--- src/rtl/idct_pkg.sv ---
// Shared IDCT definitions: block geometry, the sample type, the transpose
// buffer read-state enum and the row/column address swap helper.
package idct_pkg;

    localparam int BLK_N       = 8;
    localparam int BLK_SAMPLES = BLK_N * BLK_N;
    localparam int SAMPLE_W    = 16;

    typedef logic [SAMPLE_W-1:0] sample_t;
    typedef logic [5:0]          idx_t;

    typedef enum logic {
        R_IDLE   = 1'b0,
        R_STREAM = 1'b1
    } rd_state_t;

    // Output index m maps to row-major address (m%8)*8 + m/8.
    function automatic idx_t transpose_addr(input idx_t m);
        return {m[2:0], m[5:3]};
    endfunction

endpackage

--- src/rtl/blk_transpose_tx_if.sv ---
// Handshake bundle of the transpose buffer: row-major input stream in,
// column-major output stream out with block first/last markers.
interface blk_transpose_tx_if #(
    parameter int DATA_W = 16
);
    logic [DATA_W-1:0] in_data;
    logic              in_valid;
    logic              in_ready;
    logic [DATA_W-1:0] out_data;
    logic              out_valid;
    logic              out_ready;
    logic              out_first;
    logic              out_last;

    modport master (
        output in_data, in_valid, out_ready,
        input  in_ready, out_data, out_valid, out_first, out_last
    );

    modport slave (
        input  in_data, in_valid, out_ready,
        output in_ready, out_data, out_valid, out_first, out_last
    );
endinterface

--- src/rtl/blk_bank_ram.sv ---
// One 64-entry sample bank: single write port, registered read port.
// Only the read register is reset; the storage array is not.
module blk_bank_ram #(
    parameter int DATA_W = 16
) (
    input  logic              clk,
    input  logic              rst_n,
    input  logic              wr_en,
    input  logic [5:0]        wr_addr,
    input  logic [DATA_W-1:0] wr_data,
    input  logic              rd_en,
    input  logic [5:0]        rd_addr,
    output logic [DATA_W-1:0] rd_data
);

    logic [DATA_W-1:0] mem [0:63];

    // Storage write; contents are don't-care until a block is written.
    always_ff @(posedge clk) begin
        if (wr_en) mem[wr_addr] <= wr_data;
    end

    // Read register only loads on rd_en, so it holds its value while stalled.
    always_ff @(posedge clk or negedge rst_n) begin
        if (!rst_n)     rd_data <= '0;
        else if (rd_en) rd_data <= mem[rd_addr];
    end

endmodule

--- src/rtl/blk_transpose_tx.sv ---
// 8x8 transpose buffer between the two IDCT passes. Rows are written in
// row-major order and streamed out column-major with first/last markers.
// Build macro BLK_TX_PINGPONG_EN: two banks so one block can be written while
// the other is read; without it a single bank is written then read in turn.
module blk_transpose_tx #(
    parameter int DATA_W = 16,
    parameter int BLK_N  = 8
) (
    input  logic               clk,
    input  logic               rst_n,
    blk_transpose_tx_if.slave  bus
);
    import idct_pkg::*;

    localparam idx_t LAST_IDX = idx_t'(BLK_N * BLK_N - 1);
`ifdef BLK_TX_PINGPONG_EN
    localparam int NUM_BANKS = 2;
`else
    localparam int NUM_BANKS = 1;
`endif

    logic [1:0]        full;
    logic              wb;
    logic              rb;
    idx_t              wr_idx;
    idx_t              rd_idx;
    rd_state_t         state;
    rd_state_t         state_nxt;
    logic              out_bank;
    logic              in_xfer;
    logic              wr_done;
    logic              out_xfer;
    logic              blk_end;
    logic              fetch;
    logic              fetch_bank;
    idx_t              fetch_idx;
    logic              other;
    logic              other_full;
    logic [DATA_W-1:0] rd_data [2];

    assign bus.in_ready = rst_n & ~full[wb];
    assign in_xfer      = bus.in_valid & bus.in_ready;
    assign wr_done      = in_xfer && (wr_idx == LAST_IDX);
    assign out_xfer     = bus.out_valid & bus.out_ready;
    assign blk_end      = (state == R_STREAM) && out_xfer && (rd_idx == LAST_IDX);

`ifdef BLK_TX_PINGPONG_EN
    // A block completing into the other bank on this same edge still counts,
    // so back-to-back blocks stream without a bubble.
    assign other      = ~rb;
    assign other_full = full[other] | (wr_done & (wb == other));
`else
    assign other      = rb;
    assign other_full = 1'b0;
`endif

    // Write side: fill the write bank, mark it full on the 64th sample.
    // The clear from the reader is applied first so a same-edge set wins.
    always_ff @(posedge clk or negedge rst_n) begin
        if (!rst_n) begin
            full   <= 2'b00;
            wb     <= 1'b0;
            wr_idx <= '0;
        end else begin
            if (blk_end) full[rb] <= 1'b0;
            if (in_xfer) begin
                if (wr_done) begin
                    wr_idx   <= '0;
                    full[wb] <= 1'b1;
`ifdef BLK_TX_PINGPONG_EN
                    wb       <= ~wb;
`endif
                end else begin
                    wr_idx <= idx_t'(wr_idx + idx_t'(1));
                end
            end
        end
    end

    // Read decode: decide whether a new sample is fetched into the output
    // register this edge, from which bank and index.
    always_comb begin
        fetch      = 1'b0;
        fetch_bank = rb;
        fetch_idx  = '0;
        state_nxt  = state;
        case (state)
            R_IDLE: begin
                if (full[rb]) begin
                    fetch     = 1'b1;
                    state_nxt = R_STREAM;
                end
            end
            R_STREAM: begin
                if (out_xfer) begin
                    if (rd_idx != LAST_IDX) begin
                        fetch     = 1'b1;
                        fetch_idx = idx_t'(rd_idx + idx_t'(1));
                    end else if (other_full) begin
                        fetch      = 1'b1;
                        fetch_bank = other;
                    end else begin
                        state_nxt = R_IDLE;
                    end
                end
            end
        endcase
    end

    // Read FSM with registered output flags; data comes from the bank's
    // read register, which only advances on a fetch.
    always_ff @(posedge clk or negedge rst_n) begin
        if (!rst_n) begin
            state         <= R_IDLE;
            rb            <= 1'b0;
            rd_idx        <= '0;
            out_bank      <= 1'b0;
            bus.out_valid <= 1'b0;
            bus.out_first <= 1'b0;
            bus.out_last  <= 1'b0;
        end else begin
            state <= state_nxt;
            if (fetch) begin
                rd_idx        <= fetch_idx;
                out_bank      <= fetch_bank;
                bus.out_valid <= 1'b1;
                bus.out_first <= (fetch_idx == '0);
                bus.out_last  <= (fetch_idx == LAST_IDX);
            end else if (out_xfer) begin
                bus.out_valid <= 1'b0;
                bus.out_first <= 1'b0;
                bus.out_last  <= 1'b0;
            end
            if (blk_end) rb <= other;
        end
    end

    for (genvar i = 0; i < NUM_BANKS; i++) begin : g_bank
        blk_bank_ram #(.DATA_W(DATA_W)) u_ram (
            .clk     (clk),
            .rst_n   (rst_n),
            .wr_en   (in_xfer && (wb == 1'(i))),
            .wr_addr (wr_idx),
            .wr_data (bus.in_data),
            .rd_en   (fetch && (fetch_bank == 1'(i))),
            .rd_addr (transpose_addr(fetch_idx)),
            .rd_data (rd_data[i])
        );
    end

    if (NUM_BANKS == 1) begin : g_pad
        assign rd_data[1] = '0;
    end

    assign bus.out_data = rd_data[out_bank];

endmodule

--- src/flat_wrapper.sv ---
// flat-port wrapper written by rule: the top's interface ports become plain ports
module blk_transpose_tx_flat import idct_pkg::*;
#(
    parameter int DATA_W = 16,
    parameter int BLK_N  = 8
)
  (clk, rst_n, bus_in_data, bus_in_valid, bus_out_ready, bus_in_ready, bus_out_data, bus_out_valid, bus_out_first, bus_out_last);
  blk_transpose_tx_if #(.DATA_W(DATA_W)) bus_i ();
  input  logic clk;
  input  logic rst_n;
  input wire logic [$bits(bus_i.in_data)-1:0] bus_in_data;
  input wire logic [$bits(bus_i.in_valid)-1:0] bus_in_valid;
  input wire logic [$bits(bus_i.out_ready)-1:0] bus_out_ready;
  output wire logic [$bits(bus_i.in_ready)-1:0] bus_in_ready;
  output wire logic [$bits(bus_i.out_data)-1:0] bus_out_data;
  output wire logic [$bits(bus_i.out_valid)-1:0] bus_out_valid;
  output wire logic [$bits(bus_i.out_first)-1:0] bus_out_first;
  output wire logic [$bits(bus_i.out_last)-1:0] bus_out_last;
  assign bus_i.in_data = bus_in_data;
  assign bus_i.in_valid = bus_in_valid;
  assign bus_i.out_ready = bus_out_ready;
  assign bus_in_ready = bus_i.in_ready;
  assign bus_out_data = bus_i.out_data;
  assign bus_out_valid = bus_i.out_valid;
  assign bus_out_first = bus_i.out_first;
  assign bus_out_last = bus_i.out_last;
  blk_transpose_tx #(.DATA_W(DATA_W), .BLK_N(BLK_N)) u_core (.clk(clk), .rst_n(rst_n), .bus(bus_i));
endmodule
--- config.mk ---
export PLATFORM = sky130hd
export DESIGN_NAME = blk_transpose_tx_flat
export DESIGN_NICKNAME = d
export VERILOG_FILES = /design/src/rtl/idct_pkg.sv /design/src/rtl/blk_transpose_tx_if.sv /design/src/rtl/blk_bank_ram.sv /design/src/rtl/blk_transpose_tx.sv /design/src/flat_wrapper.sv
export SDC_FILE = /design/constraint.sdc
export NUM_CORES = 1
export LEC_CHECK = 0
export BUFFER_PORTS_ARGS = -buffer_cell sky130_fd_sc_hd__clkbuf_2
export CORE_MARGIN = 2
export CORE_UTILIZATION = 48
export CTS_CLUSTER_DIAMETER = 150
export DETAILED_ROUTE_END_ITERATION = 8
export GPL_ROUTABILITY_DRIVEN = 0
export PLACE_DENSITY = 0.78
export SYNTH_ARGS = -nofsm -noshare
export SYNTH_HDL_FRONTEND = slang
export SYNTH_SLANG_ARGS = --single-unit
--- constraint.sdc ---
create_clock -name clk -period 2.34 [get_ports clk]
set_clock_uncertainty 0.1 [all_clocks]
set_input_delay 0.117 -clock clk [delete_from_list [all_inputs] [get_ports clk]]
set_output_delay 0.117 -clock clk [all_outputs]
set_load 0.005 [all_outputs]
==> metrics.md, run 1 <==
| Metric | Value |
|---|---|
| Fraction of synthesized area in multiplexers | `0` |
| # resized after CTS | `0` |
| Number of distinct library cells after synthesis | `40` |
| Pins over their slew limit | `0` |
| Post-synthesis simple-gate area fraction | `0.224` |
| Fraction of final layout cells with drive strength greater than 1 | `0.140` |
| Path type of the worst setup path | `reg -> reg` |
| Setup Slack @ Placement | `0.508 ns` |
| Final total power | `0.663 mW` |
| Hold Worst Slack | `0.0364 ns` |
| Maximum level of the CTS H-tree | `1` |
| Worst hold path depth | `3` |
| Core Region | `2020 sq um` |
| Critical register-to-register path startpoint | `u_core.rd_idx[0]$_DFFE_PN0P_` |
| DRC violations left | `0` |
| Reg-to-Reg End | `u_core.rd_idx[5]$_DFFE_PN0P_` |
| Clock transition at the registers of the reported paths | `0.10 ns` |
| Maximum resistive drop on vdd | `0.391 mV` |
| Main combinational cell family by area after synthesis | `simple AND/OR/NAND/NOR gates` |
| Number of sinks on the clock net | `17` |
| Final Setup Violations | `0` |
| Ports placed on the boundary | `40` |
| Die width | `50.9 microns` |
| Unrepaired setup endpoints after global routing | `false` |
| Routed via count divided by cell count | `5.44` |
| Clock Tree Root | `sky130_fd_sc_hd__clkbuf_4` |
| Share of the synthesized area in compound gates (AO/OA/AOI/OAI) | `0.155` |
| Average instance area after synthesis | `9.35 sq um` |
| Count of flip-flops with a built-in enable after synthesis | `0` |
| Fraction of the yosys area taken by sequential cells | `0.403` |
| Final cycle utilization of the critical path | `0.806` |
| Slack of the worst reg-to-reg path | `0.45 ns` |
| Net count reported at finish | `144` |
| Startpoint type of the worst setup path | `register` |
| Total via count in the routed design | `805` |
| Vias in the first global route | `685` |
| Number of buffers created by CTS | `3` |
| Synth-to-Final Area Change | `2.25%` |
| Result of the run | `finished, final reports clean` |
| Most frequent standard cell in the layout excluding fill and tap cells | `sky130_fd_sc_hd__dfrtp_1` |
| Parity-gate share of the synthesized area counting xor and xnor cells | `0.0498` |
| Worst Min Path Start | `bus_out_ready` |
| Critical path endpoint category | `register` |
| Reg2Reg Depth | `5` |
| Most frequent cells in the layout | `17 x sky130_fd_sc_hd__dfrtp_1, 16 x sky130_fd_sc_hd__conb_1, 10 x sky130_fd_sc_hd__nand3_1` |
| Filler instances | `186` |
| Final total negative setup slack | `0 ns` |
| Power per Cell Area | `614 nW/um^2` |
| P_leak | `0.514 nW` |
| Remaining antenna violation count after routing | `0` |
| Wire length of the first global-routing pass | `3.07 mm` |
| Initial cell density of the core | `0.522` |
| Number of iterations in the first detailed-routing pass | `4` |
| Top flip-flop cell by instance count after synthesis | `sky130_fd_sc_hd__dfrtp_1` |
| Endpoint of the worst hold path | `u_core.bus.out_valid$_DFFE_PN0P_` |
| TritonCTS clock tree | `built` |
| Setup slack of the critical path after layout | `0.455 ns` |
| Largest net degree at the start of global routing | `12` |
| Async S/R FF share, synth | `1.00` |
| FMAX | `530 MHz` |
| Post-synth design cell area | `1060 sq um` |
| Hold buffer count at CTS | `1` |
| Post-synthesis instance total | `113` |
| Clk buf depth | `2` |
| Total global-route track usage | `0.155` |
| Final standard cell count with taps included and fillers excluded | `148` |
| Class of the most critical hold timing path | `in -> reg` |
| Aggregate routed wire length | `1.81 mm` |
| WP data arrival | `2.00 ns` |
| Max Cap Violations | `0` |
| Number of antenna violations at the first check in global routing | `0` |
| Time the final worst path needs with I/O delays and setup | `1.89 ns` |
| Count of input and output buffers | `7` |
| Top fanout value on the critical path | `6` |
| Synth warn | `1` |
| Routed wire per std cell | `12.2 microns` |
| Die Ht | `50.9 microns` |
| Synthesized flop and latch total | `17` |
| Detailed placer's ending HPWL | `1.34 mm` |
| Count of inserted antenna diode cells | `0` |
| FP Rows | `16` |
| Worst-Skew Late Latency | `0.29 ns` |
| Total Die Area | `2590 sq um` |
| Placed Cells incl. Taps | `143` |
| Number of DRC violations after detailed-routing iteration 0 | `25` |
| Final Hold Violating Endpoints | `0` |
| Count of buffers added by post-CTS timing repair for setup | `0` |
| Adder and majority gate portion of the synthesized area | `0.0237` |
| Overflow left after global routing | `0` |
| Crit path required time | `2.45 ns` |
synth_stat cells (all sizes together), types with 2 or more instances:
cell type	instances	area [sq um]
nand4	2	12.5
nor2	3	11.3
nand3	11	60.1
dfrtp	17	425
a21oi	3	15.0
or3	2	18.8
a31o	3	26.3
clkbuf	2	8.75
a31oi	2	12.5
buf	18	136
ha	2	25.0
nand2	9	33.8
xnor2	5	43.8
nor2b	2	12.5
nand2b	3	18.8
o21ai	8	40.0
and3	4	25.0
registers in the layout (all words and copies together) (netlist names):
name,count
u_core.bus.out_last,1
u_core.rd_idx,6
u_core.bus.out_valid,1
u_core.full,1
u_core.state,1
u_core.bus.out_first,1
u_core.wr_idx,6
power by group:
part	total, mW	switching [mW]	internal (mW)
Clock	0.160	0.0939	0.0663
Sequential	0.392	0.0456	0.346
Combinational	0.111	0.0545	0.0562
final cells by class:
class,count,area [sq um],area share
multi-input cells,90,538,0.498
flip-flops and latches,17,425,0.394
repair buffers,9,52.6,0.0487
well taps,27,33.8,0.0313
clock buffers,4,26.3,0.0243
inverters,1,3.75,0.00348
critical path, stage by stage, from the launching register on:
cell and delay (ns):
sky130_fd_sc_hd__dfrtp_1 0.45, sky130_fd_sc_hd__ha_1 0.30, sky130_fd_sc_hd__and3_1 0.28, sky130_fd_sc_hd__a31oi_1 0.43, sky130_fd_sc_hd__a21oi_1 0.10, sky130_fd_sc_hd__a31oi_1 0.15
metrics by stage:
stage	util	instance area (sq um)
after global routing	0.534	1080
after global placement	0.516	1040
after floorplan	-	1110
final	0.534	1080
after detailed placement	0.516	1040
after CTS	0.534	1080
worst max path at each step:
| stage | from | slack [ns] | depth (start not counted) | end |
|---|---|---|---|---|
| after floorplan | u_core.rd_idx[0]$_DFFE_PN0P_ | 0.65 | 6 | u_core.rd_idx[5]$_DFFE_PN0P_ |
| after global placement | u_core.rd_idx[0]$_DFFE_PN0P_ | 0.56 | 5 | u_core.rd_idx[5]$_DFFE_PN0P_ |
| after detailed placement | u_core.rd_idx[0]$_DFFE_PN0P_ | 0.51 | 5 | u_core.rd_idx[5]$_DFFE_PN0P_ |
| after CTS | u_core.rd_idx[0]$_DFFE_PN0P_ | 0.48 | 5 | u_core.rd_idx[5]$_DFFE_PN0P_ |
| after global routing | u_core.rd_idx[0]$_DFFE_PN0P_ | 0.32 | 5 | u_core.rd_idx[5]$_DFFE_PN0P_ |
| final | u_core.rd_idx[0]$_DFFE_PN0P_ | 0.45 | 5 | u_core.rd_idx[5]$_DFFE_PN0P_ |
cell families after synthesis:
logic type | count (synthesis)
other | 1
buffers and inverters | 21
XOR/XNOR | 6
adder cells (fa/ha/maj) | 2
AND/OR/NAND/NOR | 42
AO/OA/AOI/OAI | 24
flip-flops | 17
routing by layer:
metal | track usage | vias to the layer above | part of all wire
li1 | - | 385 | -
met2 | 0.234 | 33 | 0.44
met5 | 0 | - | 0
met3 | 0.00877 | 5 | 0.050
met4 | 0.0856 | 0 | 0.021
met1 | 0.220 | 382 | 0.49
Note: power is estimated with default switching activity, not from simulation.
==> run 2: changes to the inputs <==
--- a/config.mk
+++ b/config.mk
@@ -5,13 +5,14 @@
 export SDC_FILE = /design/constraint.sdc
 export NUM_CORES = 1
 export LEC_CHECK = 0
+export ABC_AREA = 1
 export BUFFER_PORTS_ARGS = -buffer_cell sky130_fd_sc_hd__clkbuf_2
 export CORE_MARGIN = 2
-export CORE_UTILIZATION = 48
+export CORE_UTILIZATION = 43
 export CTS_CLUSTER_DIAMETER = 150
 export DETAILED_ROUTE_END_ITERATION = 8
 export GPL_ROUTABILITY_DRIVEN = 0
-export PLACE_DENSITY = 0.78
+export PLACE_DENSITY = 0.74
 export SYNTH_ARGS = -nofsm -noshare
 export SYNTH_HDL_FRONTEND = slang
 export SYNTH_SLANG_ARGS = --single-unit
==> constraint.sdc (replaced) <==
create_clock -name clk -period 1.5 [get_ports clk]
set_clock_uncertainty 0.1 [all_clocks]
set_input_delay 0.075 -clock clk [delete_from_list [all_inputs] [get_ports clk]]
set_output_delay 0.075 -clock clk [all_outputs]
set_load 0.005 [all_outputs]
==> metrics.md, run 2 <==
| Metric | Value |
|---|---|
| Synth top area cells | `sky130_fd_sc_hd__dfrtp_1 40%, sky130_fd_sc_hd__buf_4 11%, sky130_fd_sc_hd__nand2_1 10%, sky130_fd_sc_hd__nand3_1 5.2%, sky130_fd_sc_hd__inv_1 3.2% (was sky130_fd_sc_hd__dfrtp_1 40%, sky130_fd_sc_hd__buf_4 11%, sky130_fd_sc_hd__nand3_1 4.7%, sky130_fd_sc_hd__xnor2_1 4.1%, sky130_fd_sc_hd__o21ai_0 3.8%)` |
| Most common cell in the synthesized netlist | `sky130_fd_sc_hd__nand2_1 (was sky130_fd_sc_hd__dfrtp_1)` |
| Synth-to-Final Area Change | `8.32% (was 2.25%)` |
| Largest net degree at the start of global routing | `18 (was 12)` |
| Time the final worst path needs with I/O delays and setup | `1.42 ns (was 1.89 ns)` |
| Total via count in the routed design | `815 (was 805)` |
| Count of flip-flops with a built-in enable after synthesis | `0 (unchanged)` |
| Detailed placer's ending HPWL | `1.36 mm (was 1.34 mm)` |
| Maximum level of the CTS H-tree | `1 (unchanged)` |
| Post-synth design cell area | `1050 sq um (was 1060 sq um)` |
| Die Ht | `53.5 microns (was 50.9 microns)` |
| Total global-route track usage | `0.142 (was 0.155)` |
| Fraction of final layout cells with drive strength greater than 1 | `0.219 (was 0.140)` |
| Adder and majority gate portion of the synthesized area | `0.0238 (was 0.0237)` |
| FP Rows | `17 (was 16)` |
| Number of antenna violations at the first check in global routing | `0 (unchanged)` |
| Most frequent standard cell in the layout excluding fill and tap cells | `sky130_fd_sc_hd__nand2_1 (was sky130_fd_sc_hd__dfrtp_1)` |
| Library cell contributing the largest single delay on the critical path | `sky130_fd_sc_hd__dfrtp_1 (unchanged)` |
| Crit path required time | `1.61 ns (was 2.45 ns)` |
| Final cycle utilization of the critical path | `0.948 (was 0.806)` |
| Synth warn | `1 (unchanged)` |
| Path type of the worst setup path | `reg -> reg (unchanged)` |
| Top fanout value on the critical path | `7 (was 6)` |
| Aggregate routed wire length | `1.79 mm (was 1.81 mm)` |
| Hold Worst Slack | `0.00450 ns (was 0.0364 ns)` |
| Main combinational cell family by area after synthesis | `simple AND/OR/NAND/NOR gates (unchanged)` |
| Result of the run | `finished, final reports clean (unchanged)` |
| Clk buf depth | `2 (unchanged)` |
| WP data arrival | `1.53 ns (was 2.00 ns)` |
| Max incr delay on CP | `0.41 ns (was 0.45 ns)` |
| Net count reported at finish | `169 (was 144)` |
| DRC violations left | `0 (unchanged)` |
| Unrepaired setup endpoints after global routing | `true (was false)` |
| Startpoint type of the worst setup path | `register (unchanged)` |
| Count of inserted antenna diode cells | `0 (unchanged)` |
| Number of DRC violations after detailed-routing iteration 0 | `7 (was 25)` |
| Remaining antenna violation count after routing | `0 (unchanged)` |
| Top flip-flop cell by instance count after synthesis | `sky130_fd_sc_hd__dfrtp_1 (unchanged)` |
| Synthesized flop and latch total | `17 (unchanged)` |
| Top flop regs | `u_core.rd_idx x6, u_core.wr_idx x6 (unchanged)` |
| Async S/R FF share, synth | `1.00 (unchanged)` |
| Cell type with the largest total area after synthesis | `sky130_fd_sc_hd__dfrtp_1 (unchanged)` |
| Pins over their slew limit | `0 (unchanged)` |
| Post-synthesis simple-gate area fraction | `0.298 (was 0.224)` |
| TritonCTS clock tree | `built (unchanged)` |
| Max Cap Violations | `0 (unchanged)` |
| Most frequent cells in the layout | `27 x sky130_fd_sc_hd__nand2_1, 17 x sky130_fd_sc_hd__dfrtp_1, 16 x sky130_fd_sc_hd__conb_1 (was 17 x sky130_fd_sc_hd__dfrtp_1, 16 x sky130_fd_sc_hd__conb_1, 10 x sky130_fd_sc_hd__nand3_1)` |
| Leading post-synthesis cells by instance count | `28 x sky130_fd_sc_hd__nand2_1, 17 x sky130_fd_sc_hd__dfrtp_1, 16 x sky130_fd_sc_hd__buf_4 (was 17 x sky130_fd_sc_hd__dfrtp_1, 16 x sky130_fd_sc_hd__buf_4, 10 x sky130_fd_sc_hd__nand3_1)` |
| Total Die Area | `2860 sq um (was 2590 sq um)` |
| Vias in the first global route | `676 (was 685)` |
| Maximum resistive drop on vdd | `0.797 mV (was 0.391 mV)` |
| Count of input and output buffers | `7 (unchanged)` |
| Initial cell density of the core | `0.467 (was 0.522)` |
| Average instance area after synthesis | `8.03 sq um (was 9.35 sq um)` |
| Number of sinks on the clock net | `17 (unchanged)` |
| Wire length of the first global-routing pass | `2.88 mm (was 3.07 mm)` |
| Power per Cell Area | `1510 nW/um^2 (was 614 nW/um^2)` |
| Number of distinct library cells after synthesis | `22 (was 40)` |
| Ports placed on the boundary | `40 (unchanged)` |
| Number of buffers created by CTS | `3 (unchanged)` |
| Cell Chain, Critical Path | `ha_4 > nand2_2 > nor2_4 > nand2_2 > nand2_4 > nand2_4 > nand2_1 > nor2_1 > nand2_1 > nand2_1 (was ha_1 > and3_1 > a31oi_1 > a21oi_1 > a31oi_1)` |
| Clock transition at the registers of the reported paths | `0.11 ns (was 0.10 ns)` |
| Final total negative setup slack | `0 ns (unchanged)` |
| Most common cell on crit path | `sky130_fd_sc_hd__nand2_1 (was sky130_fd_sc_hd__a31oi_1)` |
| Critical path endpoint category | `register (unchanged)` |
| Worst-Skew Late Latency | `0.30 ns (was 0.29 ns)` |
| Share of the synthesized area in compound gates (AO/OA/AOI/OAI) | `0.0678 (was 0.155)` |
| Setup Slack @ Placement | `0.0242 ns (was 0.508 ns)` |
| Placed Cells incl. Taps | `167 (was 143)` |
| Routed via count divided by cell count | `4.68 (was 5.44)` |
| Clock Tree Root | `sky130_fd_sc_hd__clkbuf_4 (unchanged)` |
| Overflow left after global routing | `0 (unchanged)` |
| Filler instances | `226 (was 186)` |
| Number of iterations in the first detailed-routing pass | `4 (unchanged)` |
| Core Region | `2250 sq um (was 2020 sq um)` |
| FMAX | `703 MHz (was 530 MHz)` |
| Fraction of the yosys area taken by sequential cells | `0.404 (was 0.403)` |
| Final Setup Violations | `0 (unchanged)` |
| Class of the most critical hold timing path | `in -> reg (unchanged)` |
| Final Hold Violating Endpoints | `0 (unchanged)` |
| Parity-gate share of the synthesized area counting xor and xnor cells | `0.0333 (was 0.0498)` |
| Routed wire per std cell | `10.3 microns (was 12.2 microns)` |
| Die width | `53.5 microns (was 50.9 microns)` |
| Setup slack of the critical path after layout | `0.0784 ns (was 0.455 ns)` |
| Final standard cell count with taps included and fillers excluded | `174 (was 148)` |
| Fraction of synthesized area in multiplexers | `0 (unchanged)` |
| P_leak | `0.563 nW (was 0.514 nW)` |
| Post-synthesis instance total | `131 (was 113)` |
| Portion of synthesized cell area occupied by the leading cell type | `0.404 (was 0.403)` |
[run 2: stage by stage]
step / instance area, sq um / utilization / total power [mW]
2_1_floorplan: 1110 / - / 1.26
3_3_place_gp: 1070 / 0.474 / 1.38
3_5_place_dp: 1070 / 0.474 / 1.41
4_1_cts: 1120 / 0.496 / 1.67
5_1_grt: 1140 / 0.506 / 1.86
6_report: 1140 / 0.506 / 1.72
[run 2: path summary, 6_finish.rpt]
kind                                               from                               end  cells past startpoint  slack [ns]
setup / recovery           u_core.rd_idx[1]$_DFFE_PN0P_  u_core.bus.out_first$_DFFE_PN0P_                     10        0.08
hold / removal                             bus_in_valid      u_core.wr_idx[1]$_DFFE_PN0P_                      4       0.004
setup reg to reg           u_core.rd_idx[1]$_DFFE_PN0P_  u_core.bus.out_first$_DFFE_PN0P_                     10        0.08
hold reg to reg            u_core.wr_idx[5]$_DFFE_PN0P_      u_core.wr_idx[5]$_DFFE_PN0P_                      1        0.39
max in group asynchronous                         rst_n      u_core.wr_idx[0]$_DFFE_PN0P_                      3        0.94
min in group asynchronous                         rst_n  u_core.bus.out_valid$_DFFE_PN0P_                      3        0.15
[run 2: area by class of cell]
type	instances	area, sq um	area share
multi-input combinational	100	520	0.457
sequential	17	425	0.373
timing repair buffer	13	85.1	0.0746
inverter	12	47.5	0.0417
tap	28	35.0	0.0307
clock buffer	4	26.3	0.0231
[run 2: power by group]
| part | switching [mW] | internal (mW) | leakage [nW] |
|---|---|---|---|
| Clock | 0.151 | 0.104 | 0.0150 |
| Combinational | 0.381 | 0.301 | 0.336 |
| Sequential | 0.173 | 0.607 | 0.212 |
[run 2: worst max-delay path, delay by kind of cell, from the launching register on]
family,cells,cell delay [ns]
AND/OR/NAND/NOR,9,0.66
flip-flops,1,0.41
adder cells (fa/ha/maj),1,0.17
[run 2: timing repair]
item,4_1_cts,5_1_grt
buffers inserted,0,1
gates resized for setup,1,3
hold buffers,2,0
pin swaps,0,1
setup endpoints to repair,1,6
hold endpoints to repair,18,0
[run 2: kinds of logic (layout without fill, tap and decap cells)]
logic type                 after synthesis  in the layout
and+or+nand+nor                         64             64
buffers and inverters                   29             29
DFF                                     17             17
AOI/OAI and AO/OA                       14             14
xor gates and xnor gates                 4              4
adders and majority gates                2              2
other                                    1             16
[run 2: metal layers]
metal	global-route usage	part of all wire	vias to the layer above
met5	0	0	-
met4	0.0598	0.015	0
met3	0.0508	0.043	5
met2	0.226	0.52	15
met1	0.170	0.42	378
li1	-	-	417
